===== src/rtl/cp0_regfile.sv =====
// Coprocessor-0 register file: BadVAddr, Count, Compare, Status, Cause, EPC.
// Serves MFC0/MTC0 and records exception/ERET commits from the exception unit.
module cp0_regfile #(
  parameter int unsigned COUNT_DIV  = 2,
  parameter logic [31:0] STATUS_RST = 32'h0040_0000
) (
  input  logic        clk,
  input  logic        rst,
  input  logic        wr_exp,
  input  logic        clear_exl,
  input  logic [4:0]  exp_code,
  input  logic [31:0] epc,
  input  logic        in_delayslot,
  input  logic [31:0] badvaddr,
  input  logic        badvaddr_we,
  input  logic [5:0]  hw_int,
  input  logic        mtc0_we,
  input  logic [4:0]  cp0_waddr,
  input  logic [31:0] cp0_wdata,
  input  logic [4:0]  cp0_raddr,
  output logic [31:0] cp0_rdata,
  output logic [31:0] epc_out,
  output logic        allow_int,
  output logic [7:0]  interrupt_flag,
  output logic        status_exl
);

  localparam logic [4:0] REG_BADVADDR = 5'd8;
  localparam logic [4:0] REG_COUNT    = 5'd9;
  localparam logic [4:0] REG_COMPARE  = 5'd11;
  localparam logic [4:0] REG_STATUS   = 5'd12;
  localparam logic [4:0] REG_CAUSE    = 5'd13;
  localparam logic [4:0] REG_EPC      = 5'd14;

  localparam logic [1:0] DIV_LAST = 2'(COUNT_DIV - 1);

  logic [31:0] badvaddr_reg;
  logic [31:0] count_reg;
  logic [31:0] compare_reg;
  logic [31:0] epc_reg;
  logic [1:0]  div_cnt;

  logic [7:0]  im;
  logic        exl;
  logic        ie;

  logic        cause_bd;
  logic        cause_ti;
  logic [5:0]  cause_ip_hw;
  logic [1:0]  cause_ip_sw;
  logic [4:0]  cause_exc;

  logic        mtc0_eff;
  logic        count_wr;
  logic        compare_wr;
  logic        timer_match;
  logic [31:0] status_val;
  logic [31:0] cause_val;

  // Write qualification: an MTC0 alongside an exception or ERET belongs to a flushed instruction
  always_comb begin
    mtc0_eff    = mtc0_we & ~wr_exp & ~clear_exl;
    count_wr    = mtc0_eff & (cp0_waddr == REG_COUNT);
    compare_wr  = mtc0_eff & (cp0_waddr == REG_COMPARE);
    timer_match = (count_reg == compare_reg) & ~compare_wr;
  end

  // Count divider, Count register, timer interrupt and hardware IP sampling
  always_ff @(posedge clk) begin
    if (rst) begin
      count_reg   <= '0;
      div_cnt     <= '0;
      cause_ti    <= 1'b0;
      cause_ip_hw <= '0;
    end else begin
      if (count_wr) begin
        count_reg <= cp0_wdata;
        div_cnt   <= '0;
      end else if (div_cnt == DIV_LAST) begin
        div_cnt   <= '0;
        count_reg <= count_reg + 32'd1;
      end else begin
        div_cnt   <= div_cnt + 2'd1;
      end

      if (compare_wr) begin
        cause_ti <= 1'b0;
      end else if (timer_match) begin
        cause_ti <= 1'b1;
      end

      cause_ip_hw <= {hw_int[5] | cause_ti, hw_int[4:0]};
    end
  end

  // Exception commit, ERET commit and software-writable fields (priority: exception, ERET, MTC0)
  always_ff @(posedge clk) begin
    if (rst) begin
      badvaddr_reg <= '0;
      compare_reg  <= '0;
      epc_reg      <= '0;
      im           <= STATUS_RST[15:8];
      exl          <= STATUS_RST[1];
      ie           <= STATUS_RST[0];
      cause_bd     <= 1'b0;
      cause_ip_sw  <= '0;
      cause_exc    <= '0;
    end else if (wr_exp) begin
      if (!exl) begin
        epc_reg  <= epc;
        cause_bd <= in_delayslot;
      end
      exl       <= 1'b1;
      cause_exc <= exp_code;
      if (badvaddr_we) begin
        badvaddr_reg <= badvaddr;
      end
    end else if (clear_exl) begin
      exl <= 1'b0;
    end else if (mtc0_we) begin
      case (cp0_waddr)
        REG_COMPARE: compare_reg <= cp0_wdata;
        REG_STATUS: begin
          im  <= cp0_wdata[15:8];
          exl <= cp0_wdata[1];
          ie  <= cp0_wdata[0];
        end
        REG_CAUSE:   cause_ip_sw <= cp0_wdata[9:8];
        REG_EPC:     epc_reg     <= cp0_wdata;
        default: ;
      endcase
    end
  end

  // MFC0 read mux, pre-write values during a same-cycle MTC0
  always_comb begin
    status_val = {9'd0, 1'b1, 6'd0, im, 6'd0, exl, ie};
    cause_val  = {cause_bd, cause_ti, 14'd0, cause_ip_hw, cause_ip_sw, 1'b0, cause_exc, 2'b00};
    cp0_rdata  = '0;
    case (cp0_raddr)
      REG_BADVADDR: cp0_rdata = badvaddr_reg;
      REG_COUNT:    cp0_rdata = count_reg;
      REG_COMPARE:  cp0_rdata = compare_reg;
      REG_STATUS:   cp0_rdata = status_val;
      REG_CAUSE:    cp0_rdata = cause_val;
      REG_EPC:      cp0_rdata = epc_reg;
      default:      cp0_rdata = '0;
    endcase
  end

  // Feedback to the exception unit
  always_comb begin
    epc_out        = epc_reg;
    allow_int      = ie & ~exl;
    interrupt_flag = {cause_ip_hw, cause_ip_sw} & im;
    status_exl     = exl;
  end

endmodule


===== config.mk =====
export PLATFORM = sky130hd
export DESIGN_NAME = cp0_regfile
export DESIGN_NICKNAME = d
export VERILOG_FILES = /design/src/rtl/cp0_regfile.sv
export SDC_FILE = /design/constraint.sdc
export NUM_CORES = 1
export LEC_CHECK = 0
export ABC_AREA = 1
export BUFFER_PORTS_ARGS = -buffer_cell sky130_fd_sc_hd__buf_2
export CORE_ASPECT_RATIO = 2
export CORE_MARGIN = 5
export CORE_UTILIZATION = 51
export CTS_BUF_LIST = sky130_fd_sc_hd__clkbuf_8
export DETAILED_ROUTE_END_ITERATION = 10
export PLACE_DENSITY = 0.79
export REMOVE_ABC_BUFFERS = 1
export SYNTH_ARGS = -nofsm -noshare
export SYNTH_HDL_FRONTEND = slang
export SYNTH_SLANG_ARGS = --single-unit
export TNS_END_PERCENT = 1

===== constraint.sdc =====
create_clock -name clk -period 1.35 [get_ports clk]
set_input_delay 0.0675 -clock clk [delete_from_list [all_inputs] [get_ports clk]]
set_output_delay 0.0675 -clock clk [all_outputs]
set_load 0.01 [all_outputs]

==> flow_metrics.tcl <==
set metrics [dict create \
    drtAntennaViolNets 0 \
    clock_latency_ns 0.47 \
    seq_area_sq_mm 0.003181 \
    rsz0062_at_grt "yes" \
    maxSlewViolCount 0 \
    setup_viol 46 \
    hold_class "input pin to register" \
    ys_types 35 \
    crit_required_ns 1.28 \
    crit_type "register to output pin" \
    overflow 0 \
    cp.arrival_ns 1.48 \
    cts_buffer_depth 2 \
    failed_checks "setup timing" \
    avgViaCountPerCell 5.584 \
    vdd_drop_max_mv 0.6709 \
    synth-seq-cells 155 \
    grt_pass1_wl_mm 51.74 \
    place_ws_ns -0.2223 \
    post-route-drc-count 0 \
    drtIter0Drc 769 \
    synthCells 1315 \
    chipWidth_um 100.8 \
    worstPathMaxFanout 2 \
    die_area_sq_mm 0.01930 \
    critPathMaxStageDelay_ns 0.33 \
    max_slew_margin_pct 69.51 \
    endpoint_kind "output pin" \
    grt_usage_pct 34.26 \
    path_cells "buf_6 > buf_6 > a22oi_2 > nand4_1 > buf_2" \
    vias 10580 \
    powerDensity_mw_per_mm2 887.3 \
    start_util_pct 51.65 \
    num_rows 66 \
    utilization_pct 75.49 \
    ios 198 \
    tightest_slew_ns 0.4574 \
    nNetsFinal 1805 \
    yosysSeqAreaShare_pct 36.93 \
    path_common_cell "buf_6" \
    crit_slowest_cell "dfxtp_2" \
    finalWirelength_mm 33.38 \
    numCtsBuffers 17 \
    tns_ns -3.047 \
    antenna_cells 0 \
    fillers 1191 \
    areaGrowthSynthToFinish_pct 46.16 \
    worst_slack_ns -0.1970 \
    coreArea_sq_mm 0.01627 \
    clk_pin_slew_ns 0.08 \
    cts_tree "done" \
    multiInputGateArea_sq_mm 0.004695 \
    final_area_sq_mm 0.01228 \
    finalCritPeriodShare_pct 114.6 \
    cap_violations 0 \
    cts.htree.levels 4 \
    io_buffers 197 \
    grt_pass1_vias 10870 \
    rrSetupSlack_ns -0.10 \
    dp_hpwl_mm 22.34 \
    hold_violations 0 \
    die_h_um 191.5 \
    drt_pass1_iterations 6 \
    clkSinkCount 155 \
    grt_max_degree 73 \
    place_area_sq_mm 0.01032 \
    finClkSkew_ns 0.01738 \
    fmax_mhz 646.4 \
    final_layout_size_suffix_gt1_share_pct 27.28 \
    startpoint_type "register" \
    status "finished with violations" \
    yosys_warnings 0 \
    antenna_found_initial 0 \
    post_drt_wl_per_cell_um 17.62 \
    period_minus_slack_ns 1.547 \
    avgSynthCellArea_sq_um 6.389 \
    syn_area_sq_mm 0.008402 \
    p_leak_uw 0.005667 \
    cts_root_buf "clkbuf_8" \
    gp_congestion 0.9438 \
]
[cell families (layout without fill, tap and decap cells)]
| family | Yosys count | after routing | synth area share [%] |
|---|---|---|---|
| simple gates | 622 | 622 | 30.02 |
| compound gates | 300 | 300 | 19.42 |
| buf+inv | 202 | 577 | 9.784 |
| flops | 155 | 155 | 36.93 |
| xor+xnor | 34 | 34 | 3.544 |
| fa+ha+maj | 2 | 2 | 0.2978 |
[layer usage]
metal  vias to the layer above  wire length, um  GRT usage (%)
li1                       4966                -              -
met1                      4789            10770          33.08
met2                       601            17510          61.50
met3                       221             2253          5.259
met4                         0             2844          28.91
met5                         -                0              0
[final timing paths]
| check | startpoint | endpoint | depth (start not counted) |
|---|---|---|---|
| worst max register to register | count_reg[0] | count_reg[26] | 9 |
| worst min register to register | div_cnt[0] | div_cnt[0] | 1 |
| worst min-delay path | wr_exp | epc_out[1] | 4 |
| worst max-delay path | count_reg[4] | cp0_rdata[4] | 5 |
[worst max-delay path: cells and delay by family (launching register included)]
kind | cells | cell delay, ns
buffers and inverters | 3 | 0.38
DFF | 1 | 0.33
AOI/OAI and AO/OA | 1 | 0.18
and+or+nand+nor | 1 | 0.13
[synthesized netlist by cell type (all sizes together)]
cell type  count  area, sq um
nand2        308         1171
nor2         238        930.9
o21ai        173        865.8
dfxtp        155         3103
inv          130        488.0
a21oi         75        375.4
nand3         61        317.8
clkbuf        45        175.2
a22oi         26        195.2
buf           25        151.4
xnor2         23        201.4
o211ai        17        127.6
xor2          11        96.34
nand4          6        37.54
nor3           6        46.30
o2111ai        4        35.03
a31oi          2        12.51
and2           2        12.51
clkinv         2        7.510
ha             2        25.02
o22ai          2        12.51
and3           1        6.260
o31ai          1        7.510
[cells in the final DEF, fill, tap and decap left out, types with 4 or more instances in the layout]
cell           count
a21oi_1           68
a21oi_2            7
a22oi_1           22
a22oi_2            4
buf_12            16
buf_2            197
buf_4             75
buf_6             18
bufinv_16          6
clkbuf_8          18
dfxtp_1          119
dfxtp_2           23
dfxtp_4           13
dlygate4sd3_1    109
inv_1             99
inv_2             24
inv_4              7
nand2_1          296
nand2_2            8
nand2_4            4
nand3_1           57
nand4_1            6
nor2_1           214
nor2_2            12
nor2_4            12
nor3_1             4
o211ai_1          17
o21ai_0          124
o21ai_1           48
xnor2_1           23
xor2_1            11
[stage by stage]
stage	std cells	hold slack, ns	total power (uW)
6_report	1894	0.04389	10900
4_1_cts	1893	0.02499	10790
2_1_floorplan	1245	0.1366	5586
3_5_place_dp	1753	0.2768	6383
5_1_grt	1894	0.08937	11250
3_3_place_gp	1753	0.2715	6354
[cell type report]
type / count / share of cell area [%]
inverter: 132 / 4.218
tap: 204 / 2.078
clock inverter: 12 / 1.803
clock buffer: 18 / 2.017
multi-input combinational: 958 / 38.23
sequential: 155 / 25.90
timing repair buffer: 415 / 25.76
[power breakdown]
group          internal (uW)  switching (uW)
Sequential              4750             136
Combinational            777             991
Clock                   2410            1830
[what timing repair did]
item                       in CTS  in global routing
setup endpoints to repair      61                 78
gates cloned                    0                  0
hold endpoints to repair      146                  0
gates resized for setup        96                 65
buffers inserted                1                  1
pin swaps                      23                 24
hold buffers                  109                  0
Power figures use the tool's default switching activity.
